[config.mk]
export PLATFORM = sky130hd
export DESIGN_NAME = mod_counter
export DESIGN_NICKNAME = d
export VERILOG_FILES = /design/src/rtl/mod_counter.sv
export SDC_FILE = /design/constraint.sdc
export NUM_CORES = 1
export LEC_CHECK = 0
export CAP_MARGIN = 20
export CORE_UTILIZATION = 35
export CTS_CLUSTER_SIZE = 25
export DETAILED_ROUTE_END_ITERATION = 6
export PLACE_DENSITY = 0.64
export SLEW_MARGIN = 20
export SYNTH_ARGS = -nofsm -noshare
export SYNTH_HDL_FRONTEND = slang
export SYNTH_SLANG_ARGS = --single-unit
[constraint.sdc]
create_clock -name clk_i -period 4.9 [get_ports clk_i]
set_clock_uncertainty 0.2 [all_clocks]
set_input_delay 1.47 -clock clk_i [delete_from_list [all_inputs] [get_ports clk_i]]
set_output_delay 1.47 -clock clk_i [all_outputs]
set_load 0.05 [all_outputs]
[src/rtl/mod_counter.sv]
// -----------------------------------------------------------------------------
// mod_counter
// Parametrised modulo up/down counter with programmable modulus (0..MAX_VAL),
// variable step, direction control, parallel load and three limit modes
// (wrap, saturate, one-shot). Reports terminal-count pulses and a sticky
// overflow flag.
//
// Ports
//   clk_i          system clock, all state updates on the rising edge
//   reset_i        synchronous active-high reset
//   enable_i       advance the count by step_i this cycle
//   dir_i          1 = count up, 0 = count down
//   mode_i         00 wrap, 01 saturate, 10 one-shot, 11 wrap
//   step_i         increment magnitude (0 holds the count)
//   load_i         parallel load of load_val_i (beats enable_i)
//   load_val_i     value to load, clamped to MAX_VAL
//   clear_flags_i  clear the sticky overflow flag
//   count_o        current count (registered)
//   tc_o           terminal-count pulse, one cycle per crossing (registered)
//   at_limit_o     count at the limit in the current direction (combinational)
//   overflow_o     sticky limit-crossing / clamped-load flag (registered)
//   running_o      low only while halted in one-shot mode (registered)
// -----------------------------------------------------------------------------
module mod_counter #(
  parameter int unsigned WIDTH   = 8,
  parameter int unsigned MAX_VAL = 2**WIDTH - 1
) (
  input  logic             clk_i,
  input  logic             reset_i,
  input  logic             enable_i,
  input  logic             dir_i,
  input  logic [1:0]       mode_i,
  input  logic [WIDTH-1:0] step_i,
  input  logic             load_i,
  input  logic [WIDTH-1:0] load_val_i,
  input  logic             clear_flags_i,
  output logic [WIDTH-1:0] count_o,
  output logic             tc_o,
  output logic             at_limit_o,
  output logic             overflow_o,
  output logic             running_o
);

  localparam logic [1:0] MODE_WRAP     = 2'b00;
  localparam logic [1:0] MODE_SATURATE = 2'b01;
  localparam logic [1:0] MODE_ONESHOT  = 2'b10;

  // Limit and modulus carried one bit wider so MAX_VAL+1 is representable.
  localparam logic [WIDTH:0]   MAX_EXT = (WIDTH+1)'(MAX_VAL);
  localparam logic [WIDTH:0]   MOD_EXT = MAX_EXT + {{WIDTH{1'b0}}, 1'b1};
  localparam logic [WIDTH-1:0] MAX_W   = WIDTH'(MAX_VAL);

  logic [WIDTH-1:0] count_q, count_d;
  logic             tc_q, tc_d;
  logic             overflow_q, overflow_d;
  logic             halted_q, halted_d;

  logic [WIDTH:0]   count_ext_s;
  logic [WIDTH:0]   step_ext_s;
  logic [WIDTH:0]   load_ext_s;
  logic [WIDTH:0]   sum_s;
  logic [WIDTH:0]   next_ext_s;
  logic             cross_s;
  logic             set_ovf_s;

  assign count_ext_s = {1'b0, count_q};
  assign step_ext_s  = {1'b0, step_i};
  assign load_ext_s  = {1'b0, load_val_i};
  assign sum_s       = count_ext_s + step_ext_s;

  // Crossing detect in WIDTH+1 bits; step 0 can never cross in either direction.
  assign cross_s = dir_i ? (sum_s > MAX_EXT) : (step_ext_s > count_ext_s);

  // Next-state computation: load has priority over enable; halted ignores enable.
  always_comb begin
    count_d    = count_q;
    tc_d       = 1'b0;
    halted_d   = halted_q;
    set_ovf_s  = 1'b0;
    next_ext_s = count_ext_s;

    if (load_i) begin
      halted_d = 1'b0;
      if (load_ext_s > MAX_EXT) begin
        count_d   = MAX_W;
        set_ovf_s = 1'b1;
      end else begin
        count_d = load_val_i;
      end
    end else if (enable_i && !halted_q) begin
      if (cross_s) begin
        tc_d      = 1'b1;
        set_ovf_s = 1'b1;
        case (mode_i)
          MODE_SATURATE: begin
            next_ext_s = dir_i ? MAX_EXT : {(WIDTH+1){1'b0}};
          end
          MODE_ONESHOT: begin
            next_ext_s = dir_i ? MAX_EXT : {(WIDTH+1){1'b0}};
            halted_d   = 1'b1;
          end
          MODE_WRAP: begin
            next_ext_s = dir_i ? (sum_s - MOD_EXT) : (count_ext_s + MOD_EXT - step_ext_s);
          end
          default: begin
            // Mode 11 behaves as wrap.
            next_ext_s = dir_i ? (sum_s - MOD_EXT) : (count_ext_s + MOD_EXT - step_ext_s);
          end
        endcase
      end else begin
        next_ext_s = dir_i ? sum_s : (count_ext_s - step_ext_s);
      end
      count_d = next_ext_s[WIDTH-1:0];
    end else begin
      count_d = count_q;
    end

    // Setting the flag wins over a simultaneous clear.
    if (set_ovf_s) begin
      overflow_d = 1'b1;
    end else if (clear_flags_i) begin
      overflow_d = 1'b0;
    end else begin
      overflow_d = overflow_q;
    end
  end

  // State registers with synchronous active-high reset.
  always_ff @(posedge clk_i) begin
    if (reset_i) begin
      count_q    <= {WIDTH{1'b0}};
      tc_q       <= 1'b0;
      overflow_q <= 1'b0;
      halted_q   <= 1'b0;
    end else begin
      count_q    <= count_d;
      tc_q       <= tc_d;
      overflow_q <= overflow_d;
      halted_q   <= halted_d;
    end
  end

  assign count_o    = count_q;
  assign tc_o       = tc_q;
  assign overflow_o = overflow_q;
  assign running_o  = ~halted_q;
  assign at_limit_o = dir_i ? (count_q == MAX_W) : (count_q == {WIDTH{1'b0}});

endmodule

==> results.cfg, run 1 <==
[clock_tree]
clockBufferDepth = 2
cts_made_buffers = 3
postCtsResizedCells = 0
worstSkewPairLatency_ns = 0.27
cts_setup_buffers = 0
cts_hold_buffers = 0
cts_tree = yes
cts_sinks = 11
htree_levels = 1
clk_pin_slew_ns = 0.08
cts_root_buf = clkbuf_4

[power]
vdd_ir_drop_max_mv = 0.1332
switching_share_pct = 42.64
power_density_nw_per_um2 = 229.9
p_int_w = 0.0002216
power.switching_w = 0.0001647
p_leak_nw = 0.6911
combPwrFrac_pct = 53.8
power.share.clock_pct = 17.0
seq_power_share_pct = 29.3

[synthesis]
syn_inst = 162
synthXorXnorAreaFrac_pct = 4.208
synth_edf_count = 0
ys_seq_area_share_pct = 17.64
synth_simple_gate_area_share_pct = 24.15
synth_compound_gate_area_share_pct = 26.75
synthArstFlopShare_pct = 0
synth-main-ff-cell = dfxtp_1
ys_types = 44
synthMuxAreaShare_pct = 0.8016
synth_warnings = 0
synth_adder_area_share_pct = 20.24
synth_area_um2 = 1249
syn_area_per_cell_um2 = 7.708
synth_top_family_by_area = compound AO/OA/AOI/OAI gates
synthesis.nets = 205
synth-seq-cells = 11

[timing]
tns_ns = 0
worstMarginPinSlew_ns = 0.6017
fin_ws_ns = 0.5783
max_freq_ghz = 0.2314
finalCriticalPeriod_ns = 4.322
hold_viol_final = 0
rsz0062_at_grt = false
setup_violations = 0
final.period_utilization_pct = 88.20
slew_violations = 0
maxSlewHeadroom_pct = 59.71

[floorplanning]
fp.dieArea_um2 = 3811
ioPinCount = 36
core_region_area_um2 = 3390
start_util_pct = 36.84
rows = 21
dieWidth_um = 61.73
die_h_um = 61.73

[detailed_routing]
num_vias = 1302
first_pass_iters = 4
routed_wire_length_per_instance_um = 13.54
drt_iter0_drc = 34
via_per_inst = 5.380
final_antenna_net_count = 0
drc = 0
wl_mm = 3.277

[final_layout]
fin_nets = 240
area.sequential_um2 = 220.2
layout_commonest_cell = clkdlybuf4s50_1
syn2layout_area_growth_pct = 34.57
final_util_pct = 49.58
fillCellCount = 338
multi_input_area_um2 = 955.9
drive_gt1_share_pct = 6.122
mostFrequentLayoutCells = clkdlybuf4s50_1 (34), nor2_1 (19), ha_1 (17)
antenna_cells = 0

[global_route]
antenna_found_initial = 0
overflow = 0
grt_pass1_vias = 1135
grt_pass1_wl_mm = 5.106
grt_start_max_net_pins = 19
grt_usage_pct = 18.31

[placement]
place_ws_ns = 0.5904
place_hpwl_mm = 2.647
gp_congestion = 0.7956
portBuffers = 35

[setup_path]
end_kind = primary output
worstSetupPathType = input port to primary output
critPathLaunchType = input port
cp_max_fo = 2
required_ns = 3.23
critPathArrivalTime_ns = 2.65

[run_status]
status = finished, final reports clean

[hold_path]
hold_class = flip-flop to flip-flop

[run]
drv_cap = 0
## power groups by stage
stage	Clock, W	Combinational (W)	Sequential (W)
CTS	0.0000661	0.000208	0.000113
global route	0.0000711	0.000227	0.000115
global placement	0	0.000205	0.000115
detailed placement	0	0.000207	0.000115
finish	0.0000655	0.000208	0.000113
floorplan	0	0.000113	0.000140
## cells in the mapped netlist, types with 2 or more instances
library cell | n | area [um2]
nor2_1 | 19 | 71.32
ha_1 | 17 | 212.7
inv_1 | 13 | 48.80
nand2_1 | 13 | 48.80
dfxtp_1 | 11 | 220.2
a21oi_1 | 10 | 50.05
o221ai_1 | 8 | 70.07
nand3_1 | 5 | 25.02
nor3_1 | 5 | 25.02
a221oi_1 | 4 | 35.03
nand2b_1 | 4 | 25.02
clkbuf_1 | 3 | 11.26
nor2b_1 | 3 | 18.77
nor4_1 | 3 | 18.77
o211ai_1 | 3 | 22.52
o21ai_0 | 3 | 15.01
o31ai_1 | 3 | 22.52
xnor2_1 | 3 | 26.28
xor2_1 | 3 | 26.28
a21boi_0 | 2 | 15.01
and2b_1 | 2 | 15.01
buf_2 | 2 | 10.01
fa_1 | 2 | 40.04
## stage by stage
stage	total power [W]	hold WS, ns	std cells	area, um2
after detailed placement	0.0003225	0.2404	238	1654
after global routing	0.0004131	0.2735	242	1680
after CTS	0.0003874	0.2589	242	1680
after floorplan	0.0002539	0.2491	162	1254
final	0.0003863	0.2558	242	1680
after global placement	0.0003199	0.2376	238	1654
## cell families (layout without fill, tap and decap cells)
logic type	after synthesis	count (layout)
AOI/OAI and AO/OA	45	45
xor gates and xnor gates	6	6
adders and majority gates	19	19
buffers and inverters	20	54
DFF	11	11
muxes	1	1
and+or+nand+nor	60	60
## per-layer routing
layer	global-route usage, %	wire (um)	vias up
met2	31.80	1667	31
li1	-	-	662
met5	0	0	-
met1	23.46	1470	609
met3	4.348	138	0
met4	2.857	0	0
## worst max-delay path, cell delays in order
cell and delay [ns]:
clkdlybuf4s50_1 0.51, nand4_1 0.14, o31ai_2 0.35, buf_12 0.18
## flip-flops by register name, indices dropped and copies added, names as in the netlist
name / count
overflow_o: 1
tc_o: 1
count_o: 8
halted_q: 1
## final timing paths
kind | from | endpoint | slack, ns | cells past startpoint
max reg2reg | count_o[0] | count_o[2] | 2.09 | 9
min | overflow_o | overflow_o | 0.26 | 1
min reg2reg | overflow_o | overflow_o | 0.26 | 1
max | dir_i | at_limit_o | 0.58 | 4
## layout make-up
cell class	count	share of cell area [%]
Sequential cell	11	13.10
Tap cell	46	3.425
Timing Repair Buffer	36	21.89
Clock buffer	4	1.564
Multi-Input combinational cell	131	56.89
Inverter	14	3.127
No activity file was read; power rests on OpenSTA's default activity.
==> run 2: changes to the inputs <==
Settings changed: CORE_ASPECT_RATIO set to 0.7.
==> run 2 against run 1 <==
- register-to-register slack improved by 0.02 ns
- design area increased by 1.2%
- worst hold slack got worse by 0.0018 ns
- final cell count grew 0.41%
- power is 7.3% higher
- clock power rose by 40%
- clock-buffer cell count is the same
- utilization grew 2.3 points
- worst setup slack improved by 0.012 ns
- die area grew 0.10%
- routed wire length up 4.0%
- first-iteration DRC count rose to 2.7 times the previous value
- largest power group unchanged
- highest routed layer is now met4
==> results.cfg, run 2 (synthesized netlist as in run 1, its figures left out) <==
[run_status]
status = finished, final reports clean

[power]
p_leak_nw = 0.6989
power_density_nw_per_um2 = 243.8
vdd_ir_drop_max_mv = 0.1291

[global_route]
met1_usage_pct = 28.41
met3_usage_pct = 4.264
grt_start_max_net_pins = 19
overflow = 0
grt_pass1_vias = 1242
use_met2_pct = 31.64
grt_usage_pct = 20.18
top_usage_layer = met2
grt_pass1_wl_mm = 5.816
antenna_found_initial = 0

[floorplanning]
core_region_area_um2 = 3276
start_util_pct = 38.12
fp.dieArea_um2 = 3814
die_h_um = 51.98
rows = 17
dieWidth_um = 73.39
ioPinCount = 36

[final_layout]
fin_nets = 240
largest_reg_flops = 8
syn2layout_area_growth_pct = 36.17
antenna_cells = 0
layout_commonest_cell = clkdlybuf4s50_1
drive_gt1_share_pct = 6.122
mostFrequentLayoutCells = clkdlybuf4s50_1 (34), nor2_1 (19), ha_1 (17)

[setup_path]
worstSetupPathType = input port to primary output
end_kind = primary output
critPathArrivalTime_ns = 2.64
cp_max_fo = 2
required_ns = 3.23
critPathLaunchType = input port

[placement]
portBuffers = 35
gp_congestion = 0.8948
place_hpwl_mm = 2.732

[detailed_routing]
drc = 0
num_vias = 1314
routed_wire_length_per_instance_um = 14.03
first_pass_iters = 5
final_antenna_net_count = 0
drt_iter0_drc = 91
via_per_inst = 5.407
wl_mm = 3.409

[clock_tree]
htree_levels = 1
cts_setup_buffers = 0
clockBufferDepth = 2
cts_hold_buffers = 0
postCtsResizedCells = 0
cts_tree = yes
worstSkewPairLatency_ns = 0.24
cts_made_buffers = 3
cts_sinks = 11
cts_root_buf = clkbuf_8
clk_pin_slew_ns = 0.05

[timing]
finalCriticalPeriod_ns = 4.309
final.period_utilization_pct = 87.95
setup_violations = 0
rsz0062_at_grt = false
worstMarginPinSlew_ns = 0.6417
tns_ns = 0
maxSlewHeadroom_pct = 57.08
max_freq_ghz = 0.2320
holdWs_ns = 0.2540
hold_viol_final = 0
slew_violations = 0

[run]
drv_cap = 0

[hold_path]
hold_class = flip-flop to flip-flop
==> run 2: worst max-delay path, cell delays in order <==
cell	delay, ns
clkdlybuf4s50_1	0.52
nand4_1	0.13
o31ai_2	0.33
buf_12	0.18
==> run 2: through the flow <==
stage / utilization, % / cell area [um2] / total power (W) / worst slack (ns) / cells
2_1_floorplan: - / 1254 / 0.0002539 / 0.3444 / 162
4_1_cts: 51.91 / 1700 / 0.0004149 / 0.5831 / 243
5_1_grt: 51.91 / 1700 / 0.0004458 / 0.5350 / 243
3_3_place_gp: 50.53 / 1655 / 0.0003187 / 0.5753 / 239
6_report: 51.91 / 1700 / 0.0004146 / 0.5905 / 243
3_5_place_dp: 50.53 / 1655 / 0.0003237 / 0.5890 / 239
==> run 2: final timing paths <==
check,startpoint,to,slack [ns],cells after the start
min,overflow_o,overflow_o,0.25,1
min reg2reg,overflow_o,overflow_o,0.25,1
max,dir_i,at_limit_o,0.59,4
max reg2reg,count_o[0],count_o[2],2.11,9
==> run 2: layout make-up <==
cell class	count	area, um2
Tap cell	47	58.81
Clock buffer	4	45.04
Sequential cell	11	220.2
Timing Repair Buffer	36	367.9
Multi-Input combinational cell	131	955.9
Inverter	14	52.55
Fill cell	332	1575
==> run 2: power breakdown <==
group | switching [W] | internal, W
clock | 0.0000344 | 0.0000571
combinational | 0.000117 | 0.0000921
sequential | 0.0000149 | 0.0000986
total | 0.000167 | 0.000248
==> run 2: per-layer routing <==
layer	vias to the layer above	share of wire (%)
li1	665	-
met1	595	49
met2	49	43
met3	5	6.7
met4	0	1.1
met5	-	0
==> run 3: changes to the inputs <==
Settings changed: ABC_CLOCK_PERIOD_IN_PS set to 4900.
==> results of run 3 <==
Same layout as run 2: the final DEF is identical, and so are final timing and power.
==> edit (flow settings as in run 3) <==
Set the parameter `WIDTH` to 9 (it was 8).
--- a/src/rtl/mod_counter.sv
+++ b/src/rtl/mod_counter.sv
@@ -22,7 +22,7 @@
 //   running_o      low only while halted in one-shot mode (registered)
 // -----------------------------------------------------------------------------
 module mod_counter #(
-  parameter int unsigned WIDTH   = 8,
+  parameter int unsigned WIDTH   = 9,
   parameter int unsigned MAX_VAL = 2**WIDTH - 1
 ) (
   input  logic             clk_i,
Ports: changed (resized count_o, load_val_i and step_i); port bits go from 36 to 39. No check against the original RTL was run, so the function may have changed too.
==> edit against run 3 <==
Final cell count grew 19%; sequential cell count increased by 1; final area is 22% higher; power is 9.4% higher; count of clock-buffer cells in the layout decreased by 1; fmax increased by 0.28%; synthesized area up 27%; setup slack improved by 0.012 ns; synthesized cell count grew 22%; routed wire length grew 26%; worst hold slack better by 0.012 ns; largest cell class unchanged; highest routed layer is now met3.
==> edit: results (changes against run 3) <==
stage,metric,value,unit,change
routing,final wirelength,4.29,mm,was 3.41 mm
power,Flop pwr share,0.267,,was 0.274
critical_path,R2R depth,7,,was 9
power,Sw Pwr,187,uW,was 167 uW
yosys,Synth area leaders,"dfxtp_1, ha_1, nor2_1",,unchanged
final_layout,# fillers,444,,was 332
place,placed insts,286,,was 239
routing,drt wl/cell,14.8,um,was 14.0 um
yosys,Synth Instances,198,,was 162
clock_tree,clk_lat worst skew,0.24,ns,about the same
critical_path,max incr delay on CP,0.50,ns,was 0.52 ns
grt,vias in the first global route,1392,,was 1242
timing,Min Hold Slack,0.266,ns,was 0.254 ns
yosys,Mapped Nets,245,,was 205
power,P_comb,245,uW,was 210 uW
final_layout,layout cells sized above 1,0.0897,,was 0.0612
routing,DRT Pass-1 Iters,4,,was 5
timing,worst rel slew slack,0.568,,was 0.571
place,Setup WS pre-CTS,0.534,ns,was 0.589 ns
critical_path,R2R Setup Slk,2.19,ns,was 2.11 ns
worst_hold_path,Hold WC Path Type,flop to flop,,unchanged
routing,1st-iter DRT viols,149,,was 91
worst_hold_path,hold depth,1,,unchanged
place,input/output buffers,38,,was 35
critical_path,R2R Path End,count_o[7]$_SDFFE_PP0P_,,was count_o[2]$_SDFFE_PP0P_
critical_path,crit path DAT,2.63,ns,was 2.64 ns
grt,global-route wire length before repair,6.83,mm,was 5.82 mm
grt,Total GRT Usage,0.190,,was 0.202
place,Placed Area,2030,um^2,was 1660 um^2
yosys,Synth Area in Compound Gates,0.378,,was 0.268
yosys,post-synthesis sequential area ratio,0.152,,was 0.176
place,Post-DP HPWL,3.46,mm,was 2.73 mm
yosys,post-synthesis xor/xnor area fraction,0.0111,,was 0.0421
final_layout,"Net count, final",283,,was 240
critical_path,worst r2r src,count_o[1]$_SDFFE_PP0P_,,was count_o[0]$_SDFFE_PP0P_
yosys,top post-synthesis cells by count,"nor2_1, inv_1, ha_1, dfxtp_1, o21ai_0",,"was nor2_1, ha_1, inv_1, nand2_1, dfxtp_1"
final_layout,max reg flops,9,,was 8
power,combinational share of power,0.539,,was 0.505
power,Pleak,0.845,nW,was 0.699 nW
timing,Max Clock Freq,233,MHz,was 232 MHz
outcome,status,finished clean,,unchanged
power,VDD IR-drop max,0.102,mV,was 0.129 mV
yosys,"Distinct cells, synth",51,,was 44
place,GP Congestion,0.861,,was 0.895
yosys,mux share of post-synthesis cell area,0.00632,,was 0.00802
[edit: cell types whose count changed after synthesis, sizes merged, moves of 5 or more]
cell | before | now
a211oi | 2 | 8
a22o | 1 | 7
inv | 14 | 21
nand2 | 13 | 6
nor2 | 19 | 24
nor2b | 3 | 9
o21ai | 4 | 9
o221ai | 8 | 0
[edit: layer usage]
| metal | part of all wire | vias up | routed length (um) | global-route usage |
|---|---|---|---|---|
| met3 | 0.068 | 0 | 293 | 0.0425 |
| li1 | - | 817 | - | - |
| met5 | 0 | - | 0 | 0 |
| met1 | 0.51 | 754 | 2180 | 0.304 |
| met2 | 0.42 | 46 | 1810 | 0.263 |
| met4 | 0 | 0 | 0 | 0.00752 |
[edit: layout make-up]
cell class,count,area (um^2),area share
timing repair buffer,39,398,0.192
tap,55,68.8,0.0333
multi-input combinational,159,1240,0.600
clock buffer,3,41.3,0.0200
sequential,12,240,0.116
inverter,21,78.8,0.0381
